--- src/rtl/pybit_seq_gen_if.sv ---
// RX word write bus between the payload bit sequencer and the payload RAM.
// The master drives the packed word, its write strobe/address and overflow.
interface pybit_seq_gen_if #(
  parameter int WORD_W = 32,
  parameter int ADR_W  = 8
);
  logic [WORD_W-1:0] rxword;
  logic              rxword_valid_p;
  logic [ADR_W-1:0]  rxword_adr;
  logic              rx_overflow;

  modport master (
    output rxword,
    output rxword_valid_p,
    output rxword_adr,
    output rx_overflow
  );

  modport slave (
    input rxword,
    input rxword_valid_p,
    input rxword_adr,
    input rx_overflow
  );
endinterface

--- src/rtl/pybit_seq_gen.sv ---
// Payload bit sequencer: payload/CRC/FEC slot timing, EDR trailer window
// and RX word packing with address generation and an overflow guard.
module pybit_seq_gen #(
  parameter int WORD_W     = 32,
  parameter int ADR_W      = 8,
  parameter int DEPTH      = 256,
  parameter int TRAIL_DPSK = 4,
  parameter int TRAIL_8PSK = 6
) (
  input  logic        clk_6M,
  input  logic        rstz,
  input  logic        py_st_p,
  input  logic        abort_p,
  input  logic        py_datvalid_p,
  input  logic [12:0] pylenbit,
  input  logic        crcencode,
  input  logic        fec31encode,
  input  logic        fec32encode,
  input  logic        packet_BRmode,
  input  logic        packet_DPSK,
  input  logic        rx_mode,
  input  logic        rxbit_dec,
  output logic        py_period,
  output logic        daten,
  output logic        fec32en,
  output logic [12:0] pybitcount,
  output logic        py_datperiod,
  output logic        py_crcperiod,
  output logic        py_endp,
  output logic        edrtailer,
  output logic        edrtailer_endp,
  pybit_seq_gen_if.master rxw
);

  localparam int CW = $clog2(WORD_W + 1);

  typedef enum logic [1:0] {
    S_IDLE,
    S_PY,
    S_TRL
  } state_e;

  state_e            state_q;
  logic [3:0]        blk_cnt_q;
  logic [1:0]        rep_cnt_q;
  logic [12:0]       pybitcount_q;
  logic [3:0]        trl_cnt_q;
  logic [WORD_W-1:0] sh_q;
  logic [CW-1:0]     cnt_q;
  logic [WORD_W-1:0] word_q;
  logic              valid_q;
  logic [ADR_W:0]    adr_q;
  logic              ovf_q;

  logic [13:0]       sum;
  logic [12:0]       totlen;
  logic              m32;
  logic              m31;
  logic              stb;
  logic              slot_info;
  logic              last_bit;
  logic              end_slot;
  logic              inc;
  logic              take;
  logic [WORD_W-1:0] nsh;
  logic [CW-1:0]     ncnt;
  logic [CW-1:0]     shamt;
  logic              full;
  logic              flush;
  logic              wr;
  logic [WORD_W-1:0] wword;
  logic              trl_stb;
  logic [3:0]        tlast;

  assign sum    = {1'b0, pylenbit} + (crcencode ? 14'd16 : 14'd0);
  assign totlen = sum[13] ? 13'h1fff : sum[12:0];

  // fec32encode outranks fec31encode
  assign m32 = fec32encode;
  assign m31 = ~fec32encode & fec31encode;

  assign stb       = (state_q == S_PY) & py_datvalid_p;
  assign slot_info = m32 ? (blk_cnt_q < 4'd10) : 1'b1;
  assign daten     = stb & slot_info;
  assign fec32en   = stb & m32 & ~slot_info;
  assign last_bit  = pybitcount_q == (totlen - 13'd1);

  always_comb begin
    end_slot = last_bit;
    unique case (1'b1)
      m32:     end_slot = (blk_cnt_q == 4'd14) & (pybitcount_q >= totlen);
      m31:     end_slot = (rep_cnt_q == 2'd2) & last_bit;
      default: end_slot = last_bit;
    endcase
  end

  assign py_endp = stb & end_slot;

  always_comb begin
    inc = stb;
    unique case (1'b1)
      m32:     inc = daten;
      m31:     inc = stb & (rep_cnt_q == 2'd2);
      default: inc = stb;
    endcase
  end

  // Pad slots past totlen are never packed
  assign take  = rx_mode & inc & (pybitcount_q < totlen);
  assign nsh   = take ? {rxbit_dec, sh_q[WORD_W-1:1]} : sh_q;
  assign ncnt  = cnt_q + CW'(take);
  assign shamt = CW'(WORD_W) - ncnt;
  assign full  = ncnt == CW'(WORD_W);
  assign flush = py_endp & (ncnt != '0) & ~full;
  assign wr    = full | flush;
  assign wword = full ? nsh : (nsh >> shamt);

  assign tlast   = packet_DPSK ? 4'(TRAIL_DPSK - 1) : 4'(TRAIL_8PSK - 1);
  assign trl_stb = (state_q == S_TRL) & py_datvalid_p;
  assign edrtailer_endp = trl_stb & (trl_cnt_q == tlast);

  assign py_period    = state_q == S_PY;
  assign edrtailer    = state_q == S_TRL;
  assign pybitcount   = pybitcount_q;
  assign py_datperiod = py_period & (pybitcount_q < pylenbit);
  assign py_crcperiod = py_period & (pybitcount_q >= pylenbit) & crcencode;

  assign rxw.rxword         = word_q;
  assign rxw.rxword_valid_p = valid_q;
  assign rxw.rxword_adr     = adr_q[ADR_W-1:0];
  assign rxw.rx_overflow    = ovf_q;

  always_ff @(posedge clk_6M or negedge rstz) begin
    if (!rstz) begin
      state_q      <= S_IDLE;
      blk_cnt_q    <= '0;
      rep_cnt_q    <= '0;
      pybitcount_q <= '0;
      trl_cnt_q    <= '0;
      sh_q         <= '0;
      cnt_q        <= '0;
      word_q       <= '0;
      valid_q      <= 1'b0;
      adr_q        <= '0;
      ovf_q        <= 1'b0;
    end else begin
      valid_q <= 1'b0;
      if (valid_q) adr_q <= adr_q + 1'b1;
      if (abort_p) begin
        state_q <= S_IDLE;
        sh_q    <= '0;
        cnt_q   <= '0;
      end else if (py_st_p && totlen != 13'd0) begin
        state_q      <= S_PY;
        blk_cnt_q    <= '0;
        rep_cnt_q    <= '0;
        pybitcount_q <= '0;
        trl_cnt_q    <= '0;
        sh_q         <= '0;
        cnt_q        <= '0;
        adr_q        <= '0;
        ovf_q        <= 1'b0;
      end else begin
        unique case (state_q)
          S_PY: begin
            if (stb) begin
              blk_cnt_q    <= (blk_cnt_q == 4'd14) ? 4'd0 : blk_cnt_q + 4'd1;
              rep_cnt_q    <= (rep_cnt_q == 2'd2) ? 2'd0 : rep_cnt_q + 2'd1;
              pybitcount_q <= pybitcount_q + 13'(inc);
              if (py_endp) begin
                state_q   <= packet_BRmode ? S_IDLE : S_TRL;
                trl_cnt_q <= '0;
              end
            end
          end
          S_TRL: begin
            if (trl_stb) begin
              if (edrtailer_endp) state_q <= S_IDLE;
              else trl_cnt_q <= trl_cnt_q + 4'd1;
            end
          end
          default: ;
        endcase
        sh_q  <= wr ? '0 : nsh;
        cnt_q <= wr ? '0 : ncnt;
        // A full buffer drops the word and latches the overflow flag
        if (wr) begin
          if (adr_q == (ADR_W + 1)'(DEPTH)) begin
            ovf_q <= 1'b1;
          end else begin
            valid_q <= 1'b1;
            word_q  <= wword;
          end
        end
      end
    end
  end

endmodule
--- src/flat_wrapper.sv ---
// flat-port wrapper written by rule: the top's interface ports become plain ports
module pybit_seq_gen_flat 
#(
  parameter int WORD_W     = 32,
  parameter int ADR_W      = 8,
  parameter int DEPTH      = 256,
  parameter int TRAIL_DPSK = 4,
  parameter int TRAIL_8PSK = 6
)
  (clk_6M, rstz, py_st_p, abort_p, py_datvalid_p, pylenbit, crcencode, fec31encode, fec32encode, packet_BRmode, packet_DPSK, rx_mode, rxbit_dec, py_period, daten, fec32en, pybitcount, py_datperiod, py_crcperiod, py_endp, edrtailer, edrtailer_endp, rxw_rxword, rxw_rxword_valid_p, rxw_rxword_adr, rxw_rx_overflow);
  pybit_seq_gen_if #(.WORD_W(WORD_W), .ADR_W(ADR_W)) rxw_i ();
  input  logic clk_6M;
  input  logic rstz;
  input  logic py_st_p;
  input  logic abort_p;
  input  logic py_datvalid_p;
  input  logic [12:0] pylenbit;
  input  logic crcencode;
  input  logic fec31encode;
  input  logic fec32encode;
  input  logic packet_BRmode;
  input  logic packet_DPSK;
  input  logic rx_mode;
  input  logic rxbit_dec;
  output logic py_period;
  output logic daten;
  output logic fec32en;
  output logic [12:0] pybitcount;
  output logic py_datperiod;
  output logic py_crcperiod;
  output logic py_endp;
  output logic edrtailer;
  output logic edrtailer_endp;
  output wire logic [$bits(rxw_i.rxword)-1:0] rxw_rxword;
  output wire logic [$bits(rxw_i.rxword_valid_p)-1:0] rxw_rxword_valid_p;
  output wire logic [$bits(rxw_i.rxword_adr)-1:0] rxw_rxword_adr;
  output wire logic [$bits(rxw_i.rx_overflow)-1:0] rxw_rx_overflow;
  assign rxw_rxword = rxw_i.rxword;
  assign rxw_rxword_valid_p = rxw_i.rxword_valid_p;
  assign rxw_rxword_adr = rxw_i.rxword_adr;
  assign rxw_rx_overflow = rxw_i.rx_overflow;
  pybit_seq_gen #(.WORD_W(WORD_W), .ADR_W(ADR_W), .DEPTH(DEPTH), .TRAIL_DPSK(TRAIL_DPSK), .TRAIL_8PSK(TRAIL_8PSK)) u_core (.clk_6M(clk_6M), .rstz(rstz), .py_st_p(py_st_p), .abort_p(abort_p), .py_datvalid_p(py_datvalid_p), .pylenbit(pylenbit), .crcencode(crcencode), .fec31encode(fec31encode), .fec32encode(fec32encode), .packet_BRmode(packet_BRmode), .packet_DPSK(packet_DPSK), .rx_mode(rx_mode), .rxbit_dec(rxbit_dec), .py_period(py_period), .daten(daten), .fec32en(fec32en), .pybitcount(pybitcount), .py_datperiod(py_datperiod), .py_crcperiod(py_crcperiod), .py_endp(py_endp), .edrtailer(edrtailer), .edrtailer_endp(edrtailer_endp), .rxw(rxw_i));
endmodule
--- config.mk ---
export PLATFORM = sky130hd
export DESIGN_NAME = pybit_seq_gen_flat
export DESIGN_NICKNAME = d
export VERILOG_FILES = /design/src/rtl/pybit_seq_gen_if.sv /design/src/rtl/pybit_seq_gen.sv /design/src/flat_wrapper.sv
export SDC_FILE = /design/constraint.sdc
export NUM_CORES = 1
export LEC_CHECK = 0
export CORE_MARGIN = 2
export CORE_UTILIZATION = 40
export CTS_CLUSTER_SIZE = 30
export DETAILED_ROUTE_END_ITERATION = 10
export HOLD_SLACK_MARGIN = 0.05
export PLACE_DENSITY = 0.67
export RECOVER_POWER = 100
export SETUP_SLACK_MARGIN = 0.02
export SYNTH_ARGS = -nofsm -noshare
export SYNTH_HDL_FRONTEND = slang
export SYNTH_SLANG_ARGS = --single-unit
--- constraint.sdc ---
create_clock -name clk_6M -period 6.1 [get_ports clk_6M]
set_clock_uncertainty 0.15 [all_clocks]
set_input_delay 1.525 -clock clk_6M [delete_from_list [all_inputs] [get_ports clk_6M]]
set_output_delay 1.525 -clock clk_6M [all_outputs]
set_load 0.02 [all_outputs]
==> impl_metrics.csv, run 1 <==
group,metric,value,unit
run_status,outcome,"finished with violations",
run_status,violations,"capacitance limit, slew limit, setup timing",
yosys,ys_seq_area_share,28.7,%
final_layout,multiInputGateArea,7150,sq um
clock_tree,clk_pin_slew_worst_paths,0.07,ns
sta,fin_crit_sh,103,%
yosys,yosys.area_share.simple,20.9,%
min_path,hold_path_depth,1,
pwr,combPwrFrac,23.7,%
pwr,pwr-share-seq,38.9,%
clock_tree,cts_num_sinks,106,
setup_path,crit_path_end_kind,"flip-flop",
placed_design,dp_cells,1633,
final_layout,area_growth,49.1,%
global_route,first_global_vias,9718,
placed_design,preCtsSetupSlack,-1.19,ns
drt,drt_iter0_drc,937,
floorplan,die_height,156,um
sta,rsz0062_at_grt,"yes",
yosys,async_reset_ff_share,100,%
job,cap_violations,1,
placed_design,gp_congestion,1.01,
setup_path,reg2reg_from,"u_core.pybitcount[5]",
setup_path,critical_path_class,"input port to flip-flop",
final_layout,num_antenna_cells,0,
drt,drc_errors,0,
clock_tree,clockBufferDepth,2,
final_layout,nFillCells,1876,
placed_design,dpl.hpwl,24.2,mm
yosys,syn_nets,1166,
pwr,leakage,6.07,nW
sta,tightestPinTransition,3.08,ns
yosys,synth_compound_area_share,22.8,%
sta,tns,-1.97,ns
final_layout,seq_area,2650,sq um
global_route,grt_max_degree,55,
setup_path,r2r_slack,1.18,ns
yosys,synth-adder-area-share,4.87,%
yosys,ys_ff_latch,106,
sta,fmax,159,MHz
clock_tree,root_buffer,"clkbuf_16",
clock_tree,postCtsHoldBufs,0,
drt,drt-pass1-iter-count,5,
floorplan,die_area,24400,sq um
drt,wirelength,34.2,mm
pwr,swShare,28.0,%
final_layout,fin_nets,1465,
yosys,avgSynthCellArea,8.38,sq um
yosys,synth_top_family_by_area,"compound AO/OA/AOI/OAI gates",
yosys,synth-edff-count,0,
clock_tree,clock_latency,0.36,ns
min_path,worstHoldPathType,"flip-flop to flip-flop",
global_route,gr-total-overflow,0,
setup_path,crit_start,"pylenbit[4]",
pwr,p_per_area,135,nW/um^2
setup_path,r2r-end,"u_core.rxw.rxword[4]",
global_route,antenna_found_initial,0,
min_path,hold_path_end,"u_core.rep_cnt_q[0]",
sta,setup_viol,20,
setup_path,r2r_cells,20,
yosys,netlist_area,9260,sq um
drt,antenna_left,0,
setup_path,worstPathArrival,6.40,ns
yosys,synth_cell_types,86,
pwr,p_int,1.34,mW
floorplan,start_util,40.8,%
yosys,yosys_most_used_dff,"dfrtp_1",
setup_path,cp_max_fo,6,
drt,wl_per_cell,20.2,um
clock_tree,tritoncts,"built",
placed_design,port_buffers,87,
final_layout,drive_above_1_share,34.5,%
final_layout,final_area,13800,sq um
yosys,yosysWarnings,0,
setup_path,worstSetupStartpointType,"input port",
setup_path,worst_ep_required_time,6.20,ns
yosys,synth_xor_area_share,4.46,%
drt,vias,10200,
global_route,grt_pass1_wl,53.2,mm
pwr,p_switching,0.521,mW
floorplan,rows,55,
pwr,ir_drop,0.159,mV
yosys,synthMuxAreaShare,12.7,%
yosys,synthCells,1105,
clock_tree,cts_max_level,3,
placed_design,dpl_cell_area,12100,sq um
min_path,min-delay-start,"u_core.rep_cnt_q[1]",
sta,min_period,6.30,ns
sta,hold_viol,0,
global_route,grt.total_usage,27.8,%
floorplan,dieWidth,156,um
sta,drv_slew,55,
pwr,p_clk_share,37.4,%
clock_tree,numCtsBuffers,9,
drt,vias_per_cell,6.02,
floorplan,ios,88,
final_layout,stdcell_count,1694,
sta,relSlewSlack,-106,%
floorplan,coreArea,22700,sq um
sta,timing.final.ws_setup,-0.202,ns
==> power groups by stage <==
stage | sequential (mW) | combinational, mW | clock, mW
finish | 0.723 | 0.440 | 0.696
detailed placement | 0.737 | 0.375 | 0
global route | 0.724 | 0.470 | 0.734
CTS | 0.723 | 0.420 | 0.710
global placement | 0.736 | 0.372 | 0
floorplan | 0.742 | 0.197 | 0
==> cell families after synthesis <==
group	count (synthesis)
AOI/OAI and AO/OA	302
DFF	106
adders and majority gates	36
xor gates and xnor gates	44
buffers and inverters	109
muxes	105
and+or+nand+nor	403
==> area by class of cell <==
class	instances	area share [%]
clock inverter	4	0.707
clock buffer	12	1.86
tap	285	2.58
inverter	31	0.988
timing repair buffer	366	22.8
sequential	106	19.2
multi-input combinational	890	51.8
==> critical path, stage by stage <==
cell,delay (ns)
buf_8,0.08
ha_4,0.16
nand2_4,0.06
nor3_4,0.31
buf_6,0.21
nor2_4,0.05
ha_4,0.27
and4_4,0.24
and3_4,0.20
a221oi_4,0.07
a22o_4,0.29
nand2_8,0.08
inv_8,0.03
ha_4,0.16
ha_4,0.28
inv_4,0.04
ha_4,0.14
xnor3_2,0.36
buf_12,0.15
buf_16,0.13
mux2i_2,0.24
mux2i_1,0.15
mux4_2,0.55
a221oi_2,0.26
o21ai_1,0.10
mux2_4,0.26
==> metrics by stage <==
step	utilization [%]	hold slack, ns	total power [mW]
2_1_floorplan	-	0.287	0.939
3_3_place_gp	53.3	0.299	1.11
3_5_place_dp	53.3	0.305	1.11
4_1_cts	59.1	0.311	1.85
5_1_grt	60.8	0.344	1.93
6_report	60.8	0.310	1.86
==> metal layers <==
metal	global-route usage [%]	up-vias	routed length (um)
li1	-	4711	-
met1	37.1	4900	14400
met2	44.5	486	15800
met3	4.81	102	2550
met4	11.7	0	1410
met5	0	-	0
==> registers in the layout, summed over array words and instances (netlist names) <==
register / cells
u_core.adr_q: 9
u_core.blk_cnt_q: 4
u_core.cnt_q: 6
u_core.pybitcount: 13
u_core.rep_cnt_q: 2
u_core.rxw.rx_overflow: 1
u_core.rxw.rxword: 32
u_core.rxw.rxword_valid_p: 1
u_core.sh_q: 32
u_core.state_q: 2
u_core.trl_cnt_q: 4
==> synth_stat cells, types with 6 or more instances <==
cell,instances,share of area [%]
xnor2_1,21,2.0
nand2_1,112,4.5
and3_1,16,1.1
clkbuf_1,44,1.8
nor4_1,8,0.54
a21boi_0,8,0.65
dfrtp_1,106,29
nor3_1,14,0.76
o21ai_1,22,1.2
nor2b_1,7,0.47
mux2i_1,80,8.7
mux4_2,8,1.9
o22ai_1,16,1.1
o22a_1,7,0.66
mux2_2,10,1.2
ha_1,36,4.9
xor2_1,21,2.0
nand3_1,44,2.4
o21ai_0,50,2.7
or3_1,12,0.81
nand2b_1,14,0.95
nand4_1,19,1.3
inv_1,28,1.1
and2_1,11,0.74
a22o_1,6,0.57
o31ai_1,11,0.89
a21oi_1,37,2.0
buf_2,12,0.65
nor2_1,122,4.9
o21a_1,11,0.89
a221oi_1,10,0.95
a211oi_1,18,1.5
buf_4,12,0.97
a31oi_1,9,0.61
a22oi_1,7,0.57
a21o_1,9,0.73
a311oi_1,9,0.85
o211ai_1,18,1.5
==> worst max path at each step <==
| stage | slack, ns | end | depth (start not counted) |
|---|---|---|---|
| 6_report | -0.20 | u_core.rxw.rxword[4] | 26 |
| 4_1_cts | -0.14 | py_endp | 15 |
| 3_3_place_gp | -1.14 | u_core.rxw.rxword[11] | 29 |
| 3_5_place_dp | -1.19 | u_core.rxw.rxword[13] | 27 |
| 5_1_grt | -0.36 | u_core.rxw.rxword[4] | 26 |
| 2_1_floorplan | -0.94 | u_core.rxw.rxword[4] | 30 |
==> layout by cell type (no fill, tap or decap), types with 15 or more instances in the layout <==
| cell type | n |
|---|---|
| nand4_1 | 19 |
| ha_1 | 22 |
| dfrtp_1 | 106 |
| xnor2_1 | 16 |
| and3_1 | 15 |
| buf_4 | 254 |
| inv_1 | 25 |
| buf_6 | 21 |
| mux2i_1 | 52 |
| nand3_1 | 39 |
| xor2_1 | 19 |
| dlygate4sd3_1 | 53 |
| a21oi_1 | 31 |
| o21ai_1 | 27 |
| nand2_1 | 108 |
| mux2i_2 | 15 |
| clkdlybuf4s50_1 | 17 |
| o211ai_1 | 18 |
| o21ai_0 | 39 |
| nor2_1 | 106 |
==> what timing repair did <==
| action | CTS | global route |
|---|---|---|
| hold endpoints to repair | 0 | 0 |
| pin swaps | 57 | 30 |
| setup buffers | 34 | 11 |
| setup endpoints to repair | 72 | 34 |
| gates cloned | 2 | 0 |
| gates resized for setup | 192 | 61 |
Note: power is estimated with default switching activity, not from simulation.
==> run 2, diff against run 1 <==
CORE_ASPECT_RATIO = 0.5   (was default)
==> run 2 against run 1 <==
The flow still finishes with violations (capacitance limit, slew limit, setup timing). Via count increased by 0.25%. Clock-buffer cell count decreased by 2. First-iteration DRC count decreased by 4.6%. Highest routed layer unchanged.
==> impl_metrics.csv, run 2 (same netlist as run 1, synthesis figures left out) <==
group,metric,value,unit
drt,vias_per_cell,5.91,
sta,hold_viol,0,
min_path,worstHoldPathType,"flip-flop to flip-flop",
setup_path,worst_ep_required_time,6.20,ns
sta,timing.hold.ws,0.330,ns
clock_tree,clockBufferDepth,2,
setup_path,worstSetupStartpointType,"input port",
setup_path,reg2reg_from,"u_core.pybitcount[6]",
final_layout,mostFrequentLayoutCell,"buf_4",
pwr,p_per_area,130,nW/um^2
final_layout,drive_above_1_share,35.2,%
floorplan,die_height,112,um
final_layout,num_antenna_cells,0,
clock_tree,root_buffer,"clkbuf_16",
clock_tree,clk_pin_slew_worst_paths,0.08,ns
floorplan,rows,39,
setup_path,worstPathArrival,6.50,ns
sta,rsz0062_at_grt,"yes",
setup_path,cp_max_fo,8,
setup_path,crit_path_end_kind,"flip-flop",
drt,vias,10200,
run_status,outcome,"finished with violations",
floorplan,coreArea,22700,sq um
placed_design,port_buffers,87,
setup_path,r2r_slack,1.02,ns
clock_tree,cts_num_sinks,106,
drt,antenna_left,0,
drt,drc_errors,0,
sta,drv_slew,109,
setup_path,crit_start,"crcencode",
setup_path,r2r_cells,21,
final_layout,area_growth,49.5,%
clock_tree,numCtsBuffers,9,
floorplan,dieWidth,219,um
run_status,violations,"capacitance limit, slew limit, setup timing",
pwr,ir_drop,0.124,mV
placed_design,dpl.hpwl,26.5,mm
clock_tree,postCtsHoldBufs,0,
setup_path,r2r-end,"u_core.rxw.rxword[10]",
clock_tree,cts_max_level,3,
sta,min_period,6.40,ns
drt,drt-pass1-iter-count,6,
placed_design,gp_congestion,1.01,
drt,wirelength,35.8,mm
sta,timing.final.ws_setup,-0.303,ns
global_route,grt.total_usage,28.9,%
sta,tightestPinTransition,2.75,ns
sta,fmax,156,MHz
floorplan,die_area,24400,sq um
clock_tree,tritoncts,"built",
pwr,leakage,6.08,nW
global_route,grt_pass1_wl,55.3,mm
global_route,first_global_vias,9862,
global_route,antenna_found_initial,0,
drt,drt_iter0_drc,894,
global_route,grt_max_degree,59,
job,cap_violations,2,
setup_path,critical_path_class,"input port to flip-flop",
global_route,gr-total-overflow,0,
final_layout,final_cell_mix,"buf_4, nor2_1, nand2_1, dfrtp_1, dlygate4sd3_1",
sta,relSlewSlack,-83.2,%
placed_design,preCtsSetupSlack,-1.38,ns
drt,wl_per_cell,20.7,um
sta,fin_crit_sh,105,%
clock_tree,clock_latency,0.37,ns
sta,setup_viol,25,
setup_path,setup.worst_path.end,"u_core.rxw.rxword[10]",
final_layout,fin_nets,1479,
floorplan,start_util,40.7,%
floorplan,ios,88,
==> run 2: cell count changes in the layout (fill, tap and decap cells not counted), moves of 4 or more <==
cell / previous run / this run
o21ai_2: 7 / 12
buf_6: 21 / 17
nor2_1: 106 / 111
o22ai_2: 1 / 5
buf_4: 254 / 268
==> run 2: worst max-delay path: stages <==
cell and delay [ns]:
buf_4 0.10, ha_4 0.16, ha_4 0.17, nand3_1 0.13
xnor2_2 0.22, nor2_2 0.11, ha_4 0.29, and4_4 0.24
and3_4 0.19, a221oi_4 0.07, a22o_4 0.28, nand2_8 0.08
clkinv_8 0.05, ha_4 0.16, ha_4 0.27, inv_4 0.04
ha_4 0.15, xnor3_4 0.45, buf_8 0.21, mux2i_2 0.22
nand2_1 0.14, a211oi_2 0.30, nor2_2 0.12, o21ai_2 0.26
o22a_1 0.17, o211ai_1 0.13, mux2_4 0.29
==> run 2: final cells by class <==
cell class	instances	area, sq um
Fill cell	1986	8900
Multi-Input combinational cell	890	7140
Timing Repair Buffer	380	3210
Clock inverter	6	73.8
Clock buffer	10	239
Sequential cell	106	2650
Inverter	31	139
Tap cell	307	384
==> run 2: through the flow <==
stage / TNS [ns] / cells / area [sq um] / total power, mW / utilization (%)
detailed placement: -68.55 / 1676 / 12300 / 1.12 / 54.0
finish: -3.93 / 1730 / 13800 / 1.80 / 60.9
CTS: -1.56 / 1720 / 13300 / 1.79 / 58.6
global route: -7.96 / 1730 / 13800 / 1.87 / 60.9
floorplan: -24.23 / 1105 / 9580 / 0.939 / -
global placement: -63.12 / 1676 / 12300 / 1.12 / 54.0
==> run 2: how the worst min path moves through the flow <==
| stage | startpoint | to | slack, ns | cells after the start |
|---|---|---|---|---|
| floorplan | u_core.rep_cnt_q[1] | u_core.rep_cnt_q[0] | 0.29 | 1 |
| global placement | u_core.rep_cnt_q[1] | u_core.rep_cnt_q[0] | 0.30 | 1 |
| detailed placement | u_core.rep_cnt_q[1] | u_core.rep_cnt_q[0] | 0.31 | 1 |
| CTS | u_core.rep_cnt_q[1] | u_core.rep_cnt_q[0] | 0.33 | 1 |
| global route | u_core.rep_cnt_q[1] | u_core.rep_cnt_q[0] | 0.35 | 1 |
| finish | u_core.rxw.rxword[25] | u_core.rxw.rxword[25] | 0.33 | 2 |
==> run 2: layer usage <==
metal,routed length (um),GRT usage [%],vias up,share of wire [%]
li1,-,-,4739,-
met1,15600,40.3,4928,44
met2,16500,45.0,496,46
met3,2920,5.87,61,8.1
met4,780,9.01,0,2.2
met5,0,0,-,0
==> run 2: repair_timing <==
item                                    CTS  global route
buffers inserted                         26            12
cloned                                    2             0
endpoints found under the setup margin   74            35
pin swaps                                40            41
resized for setup                       166            98
==> run 2: power by group <==
group	total, mW	leakage [nW]	switching [mW]	internal (mW)
clock	0.632	0.154	0.297	0.335
sequential	0.724	1.47	0.0114	0.712
combinational	0.447	4.45	0.243	0.204
total	1.80	6.08	0.551	1.25
